**config.mk**
```make
export PLATFORM = sky130hd
export DESIGN_NAME = mul_sequencer
export DESIGN_NICKNAME = d
export VERILOG_FILES = /design/src/rtl/mul_sequencer.sv
export SDC_FILE = /design/constraint.sdc
export NUM_CORES = 1
export LEC_CHECK = 0
export ABC_AREA = 1
export BUFFER_PORTS_ARGS = -buffer_cell sky130_fd_sc_hd__buf_4
export CORE_UTILIZATION = 50
export CTS_CLUSTER_SIZE = 14
export DETAILED_ROUTE_END_ITERATION = 16
export GPL_TIMING_DRIVEN = 0
export PLACE_DENSITY = 0.9
export SLEW_MARGIN = 15
export SYNTH_ARGS = -nofsm -noshare
export SYNTH_HDL_FRONTEND = slang
export SYNTH_SLANG_ARGS = --single-unit
export TNS_END_PERCENT = 100
```
**constraint.sdc**
```tcl
create_clock -name clk -period 5.9 [get_ports clk]
set_input_delay 1.18 -clock clk [delete_from_list [all_inputs] [get_ports clk]]
set_output_delay 1.18 -clock clk [all_outputs]
set_load 0.05 [all_outputs]
```
**src/rtl/mul_sequencer.sv**
```systemverilog
// mul_sequencer: radix-2 shift-add MUL/MLA controller that borrows the shared ALU for one ADD per multiplier bit.
// Optional MUL_EARLY_TERM_EN finishes as soon as no multiplier bits remain.
module mul_sequencer #(
    parameter logic [3:0] ADD_CMD = 4'b0010,
    parameter int         ITER    = 32
) (
    input  logic        clk,
    input  logic        rst,
    input  logic        start,
    input  logic        accumulate,
    input  logic        set_flags,
    input  logic        abort,
    input  logic [31:0] op_a,
    input  logic [31:0] op_b,
    input  logic [31:0] acc_in,
    input  logic [3:0]  sr_in,
    input  logic [31:0] alu_result,
    output logic        alu_req,
    output logic [31:0] alu_val_1,
    output logic [31:0] alu_val_2,
    output logic [3:0]  alu_exe_cmd,
    output logic        stall,
    output logic        done,
    output logic [31:0] result,
    output logic [3:0]  sr_out,
    output logic        sr_we
);
    localparam int CW = $clog2(ITER);

    typedef enum logic [1:0] {IDLE, RUN, DONE} state_t;

    state_t        state, state_nx;
    logic [31:0]   p, m, q;
    logic [CW-1:0] count;
    logic          sf_l, c_l, v_l, last, go;
    logic          unused_sr;

    assign unused_sr = ^{sr_in[3], sr_in[1]};
    assign go = state == IDLE && start && !abort;

`ifdef MUL_EARLY_TERM_EN
    assign last = q[31:1] == 31'd0 || count == CW'(ITER - 1);
`else
    assign last = count == CW'(ITER - 1);
`endif

    always_ff @(posedge clk or posedge rst) begin
        if (rst) state <= IDLE;
        else     state <= state_nx;
    end

    always_comb begin
        state_nx    = state;
        alu_req     = 1'b0;
        stall       = 1'b0;
        done        = 1'b0;
        sr_we       = 1'b0;
        alu_val_1   = 32'd0;
        alu_val_2   = 32'd0;
        alu_exe_cmd = 4'b0000;
        case (state)
            IDLE: state_nx = go ? RUN : IDLE;
            RUN: begin
                alu_req     = 1'b1;
                stall       = 1'b1;
                alu_exe_cmd = ADD_CMD;
                alu_val_1   = p;
                alu_val_2   = q[0] ? m : 32'd0;
                state_nx    = abort ? IDLE : last ? DONE : RUN;
            end
            DONE: begin
                done     = 1'b1;
                sr_we    = sf_l && !abort;
                state_nx = IDLE;
            end
            default: state_nx = IDLE;
        endcase
    end

    // result/sr_out are captured on the final iteration edge so they are valid during DONE and held afterwards
    always_ff @(posedge clk or posedge rst) begin
        if (rst) begin
            p      <= 32'd0;
            m      <= 32'd0;
            q      <= 32'd0;
            count  <= '0;
            result <= 32'd0;
            sr_out <= 4'd0;
            sf_l   <= 1'b0;
            c_l    <= 1'b0;
            v_l    <= 1'b0;
        end else if (go) begin
            p     <= accumulate ? acc_in : 32'd0;
            m     <= op_a;
            q     <= op_b;
            count <= '0;
            sf_l  <= set_flags;
            c_l   <= sr_in[2];
            v_l   <= sr_in[0];
        end else if (state == RUN) begin
            p     <= alu_result;
            m     <= m << 1;
            q     <= q >> 1;
            count <= count + 1'b1;
            if (last && !abort) begin
                result <= alu_result;
                sr_out <= {alu_result == 32'd0, c_l, alu_result[31], v_l};
            end
        end
    end
endmodule

```
# After elaboration in Yosys (flattened, before gate mapping)
# Index checks and enable logic that the tools add are counted.
# totals
out_inout_bits,108
regBits,142
elab_cells,44
# classes
n_mux,20
n_reduce_logical,9
bitwise_logic,1
n_addsub,1
eq_ne,3
# ops
op,n
$mux 32,10
$logic_not 32->1,1
$mux 5,2
$mux 2,3
$add 5x1->5 const B,1
$eq 5x5->1 const B,1
$logic_and 1x1->1,4
$mux 1,4
$pmux 2 s2,1
$reduce_and 3->1,1
$eq 2x1->1 const B,1
$eq 2x2->1 const B,1
$logic_not 2->1,1
$reduce_bool 2->1,1
$logic_not 1->1,1
$not 1->1,1

# Depth between registers and ports, before layout
# depth
word_depth,5
ltp_mapped,12
mapped_depth_nobuf,12

# Worst setup path before layout
# No wires, ideal clock.
# synth_path
path_kind,flip-flop to output port
start,register state[0]
end,output sr_we
path_stages_with_launch,4
arrival_ps,1861
n_path_buf,0
t_required_ps,4720
setup_slack_ps,2859
cell_sequence,dfrtp_1 nor2_1 nand2_1 nor2_1
# synth_between
elab_chain_len,2
# synth_rtl
item,line_no,text
"start, declared",32,"state_t state, state_nx;"
"start signal, assigned",49,else state <= state_nx;
$eq 2x2->1,61,case (state)
$mux 1,61,
"end, declared",26,output logic sr_we
# No other way between the ends.

# Final worst setup path
# layout_path
start,register state[1]
end,output stall
# layout_between
elab_chain_len,2
# layout_rtl
item,line_no,text
$eq 2x1->1,61,
$mux 1,61,
"end, declared",22,"output logic stall,"
# No other way between the ends.

==> implementation parameters <==
Parameter                              Value

Finish
  Number of inserted filler cells in the final layout    968
  Area growth from synthesis to final layout    40.0%
  Layout cell share with drive strength beyond 1    29.6%
  Number of nets in the finished design    1211
  Post-layout utilization of the core    72.3%
  Total inserted antenna cells    0

Die
  Top Ports    246
  Chip width    117 um
  DIE HEIGHT    117 um
  Starting Density    51.7%
  Standard-cell rows    41
  Total Die Area    0.0136 mm^2
  Core Area    0.0127 mm^2

Logic synthesis
  Synthesis-stage register bit count    141
  Count of yosys warnings during synthesis    0
  Number of unique standard cell types used by synthesis    24
  Sequential share of the synthesized area    53.7%
  Number of instances in the synthesized netlist    809
  Post-Synthesis Mean Instance Area    8.12 um^2
  Netlist area before placement    0.00657 mm^2

Clocking
  Resized Gates After CTS    0
  Worst-Skew Late Latency    0.43 ns
  Depth of the CTS H-tree    4
  Sinks on Clock Net    141
  Maximum number of buffers from clock root to sink    2
  Post-CTS Setup Bufs    0
  Root buf cell    clkbuf_16
  Post-cts hold buffer count    0
  Number of buffers created by CTS    17
  Clock tree from TritonCTS    done
  Clock slew seen by the registers of the worst setup and hold paths    0.05 ns

STA
  Worst hold margin    0.480 ns
  Post-route fraction of the period consumed by the critical path    53.8%
  Highest Clock Rate    315 MHz
  Number of setup violations in the final report    0
  Crit path time final    3.18 ns
  Max Transition Viols Final    0
  Worst Tran Pin Value    0.600 ns
  Sum of negative setup slack    0 ns
  Setup repair after global routing missed its margin    false
  Final Skew    0.00706 ns
  Total count of hold-check failures in the final report    0
  Rel. slew slack    60.0%

Worst setup path
  Data required time at the worst endpoint    4.72 ns
  Sort of element at the end of the critical path    output port
  Highest fanout seen on the critical path    12
  Crit Path Class    register to output port
  Kind of launch point of the worst setup path    register
  Worst Path Arrival    2.00 ns

Routing
  Number of DRC markers in iteration 0    610
  Post-route DRC    0
  Vias after detailed routing    6595
  Router iterations before antenna repair    5
  DR vias/cell    5.25
  Detail Route Antenna Nets    0
  Detail-routed net length per standard cell    16.1 um
  Total wire length    20300 um

Pwr
  P_leak    4.79 nW
  Internal power of the cells    0.00208 W
  Total net switching power    0.000991 W
  Fraction of power consumed by combinational cells    26.4%
  Peak supply drop    0.000234 V
  Clk network pwr share    33.7%
  Cell area power density    334 mW/mm^2
  Sequential cell fraction of total power    39.8%
  Sw Ratio    32.2%
  Final total power    0.00307 W

Placed design
  Detailed Place HPWL    14300 um
  Placer's final routability congestion estimate    0.852
  Port buffer count    240

Global routing
  Global-route wire length before repair    30900 um
  Vias in the first global route    6247
  Pin count of the biggest net entering global routing    88
  Global router's overall resource usage    30.4%
  Global-route congestion overflow total    0
  Antenna violations before repair    0

Job
  Number of max-cap violations    0

Outcome
  Status    completed

Worst hold path
  Tightest Hold Check Type    register to register
[power by group through the flow]
stage / combinational [W] / sequential, W / clock (W)
final: 0.000811 / 0.00122 / 0.00104
after CTS: 0.000810 / 0.00122 / 0.00104
after detailed placement: 0.000798 / 0.00124 / 0
after global placement: 0.000776 / 0.00123 / 0
after floorplan: 0.000537 / 0.00122 / 0
after global routing: 0.000890 / 0.00124 / 0.00109
[worst max-delay path, stage by stage, from the launching register on]
cell and delay, ns:
dfrtp_1 0.39, inv_2 0.07, nand2_2 0.05, inv_2 0.19, clkbuf_1 0.48, buf_4 0.21
buf_4 0.19
[synthesized netlist by cell type (all sizes together)]
cell type  instances  area share [%]
nor2              90             5.2
nand3             21             1.7
o31ai              1            0.11
inv               93             5.3
conb               1           0.057
nor3               1           0.076
nand2            241              14
a21oi              3            0.23
buf               41             3.8
ha                 2            0.38
o211ai            64             7.3
clkbuf            13            0.76
o21ai             96             7.3
o21a               1            0.11
dfrtp            141              54
[placed cells by master (no fill, tap or decap), types with 4 or more instances in the layout]
| cell type | netlist | routed |
|---|---|---|
| o211ai_1 | 64 | 64 |
| inv_1 | 89 | 88 |
| dfrtp_1 | 141 | 141 |
| o21ai_1 | 48 | 48 |
| buf_6 | 4 | 4 |
| nand2_1 | 238 | 238 |
| buf_4 | 9 | 249 |
| buf_2 | 28 | 28 |
| clkbuf_1 | 12 | 16 |
| o21ai_0 | 48 | 48 |
| nor2_1 | 88 | 88 |
| nand3_1 | 20 | 20 |
| clkbuf_16 | 0 | 17 |
| clkinv_2 | 0 | 4 |
[final cells by class]
| class | instances | area (um^2) | area share [%] |
|---|---|---|---|
| sequential | 141 | 3530 | 38.3 |
| tap | 172 | 215 | 2.34 |
| inverter | 93 | 359 | 3.90 |
| timing repair buffer | 241 | 1830 | 19.9 |
| clock buffer | 24 | 482 | 5.24 |
| clock inverter | 7 | 87.6 | 0.952 |
| buffer | 54 | 303 | 3.29 |
| multi-input combinational | 523 | 2400 | 26.1 |
[through the flow]
step                setup WS, ns  instances  instance area, um^2
global placement          -0.605       1223                 8600
CTS                         2.70       1255                 9200
finish                      2.72       1255                 9200
floorplan                  0.939        811                 6580
detailed placement          3.06       1224                 8630
global route                2.61       1255                 9200
[cell families (layout without fill, tap and decap cells)]
logic type | count (synthesis) | in the layout | synth area share, %
adders and majority gates | 2 | 2 | 0.381
buffers and inverters | 147 | 419 | 9.96
AOI/OAI and AO/OA | 165 | 165 | 15.1
and+or+nand+nor | 353 | 353 | 20.8
other | 1 | 3 | 0.0571
DFF | 141 | 141 | 53.7
[routing by layer]
| layer | vias to the layer above | share of wire, % | track usage (%) |
|---|---|---|---|
| met4 | 0 | 2.3 | 11.0 |
| met5 | - | 0 | 0 |
| met2 | 323 | 49 | 49.6 |
| li1 | 3090 | - | - |
| met1 | 3135 | 41 | 39.6 |
| met3 | 47 | 7.2 | 7.27 |
[registers in the layout, indices dropped and copies added (netlist names)]
name,cells
sf_l,1
m,32
q,32
c_l,1
p,32
v_l,1
state,2
sr_out,4
result,31
count,5
[final timing paths]
check | slack [ns] | end | cells past startpoint | startpoint
min in group asynchronous | 0.76 | result[2] | 2 | rst
hold / removal | 0.48 | result[9] | 2 | result[9]
hold reg to reg | 0.48 | result[9] | 2 | result[9]
max in group asynchronous | 4.39 | result[22] | 3 | rst
setup reg to reg | 3.98 | result[8] | 11 | count[0]
setup / recovery | 2.72 | stall | 6 | state[1]
Power figures use the tool's default switching activity.
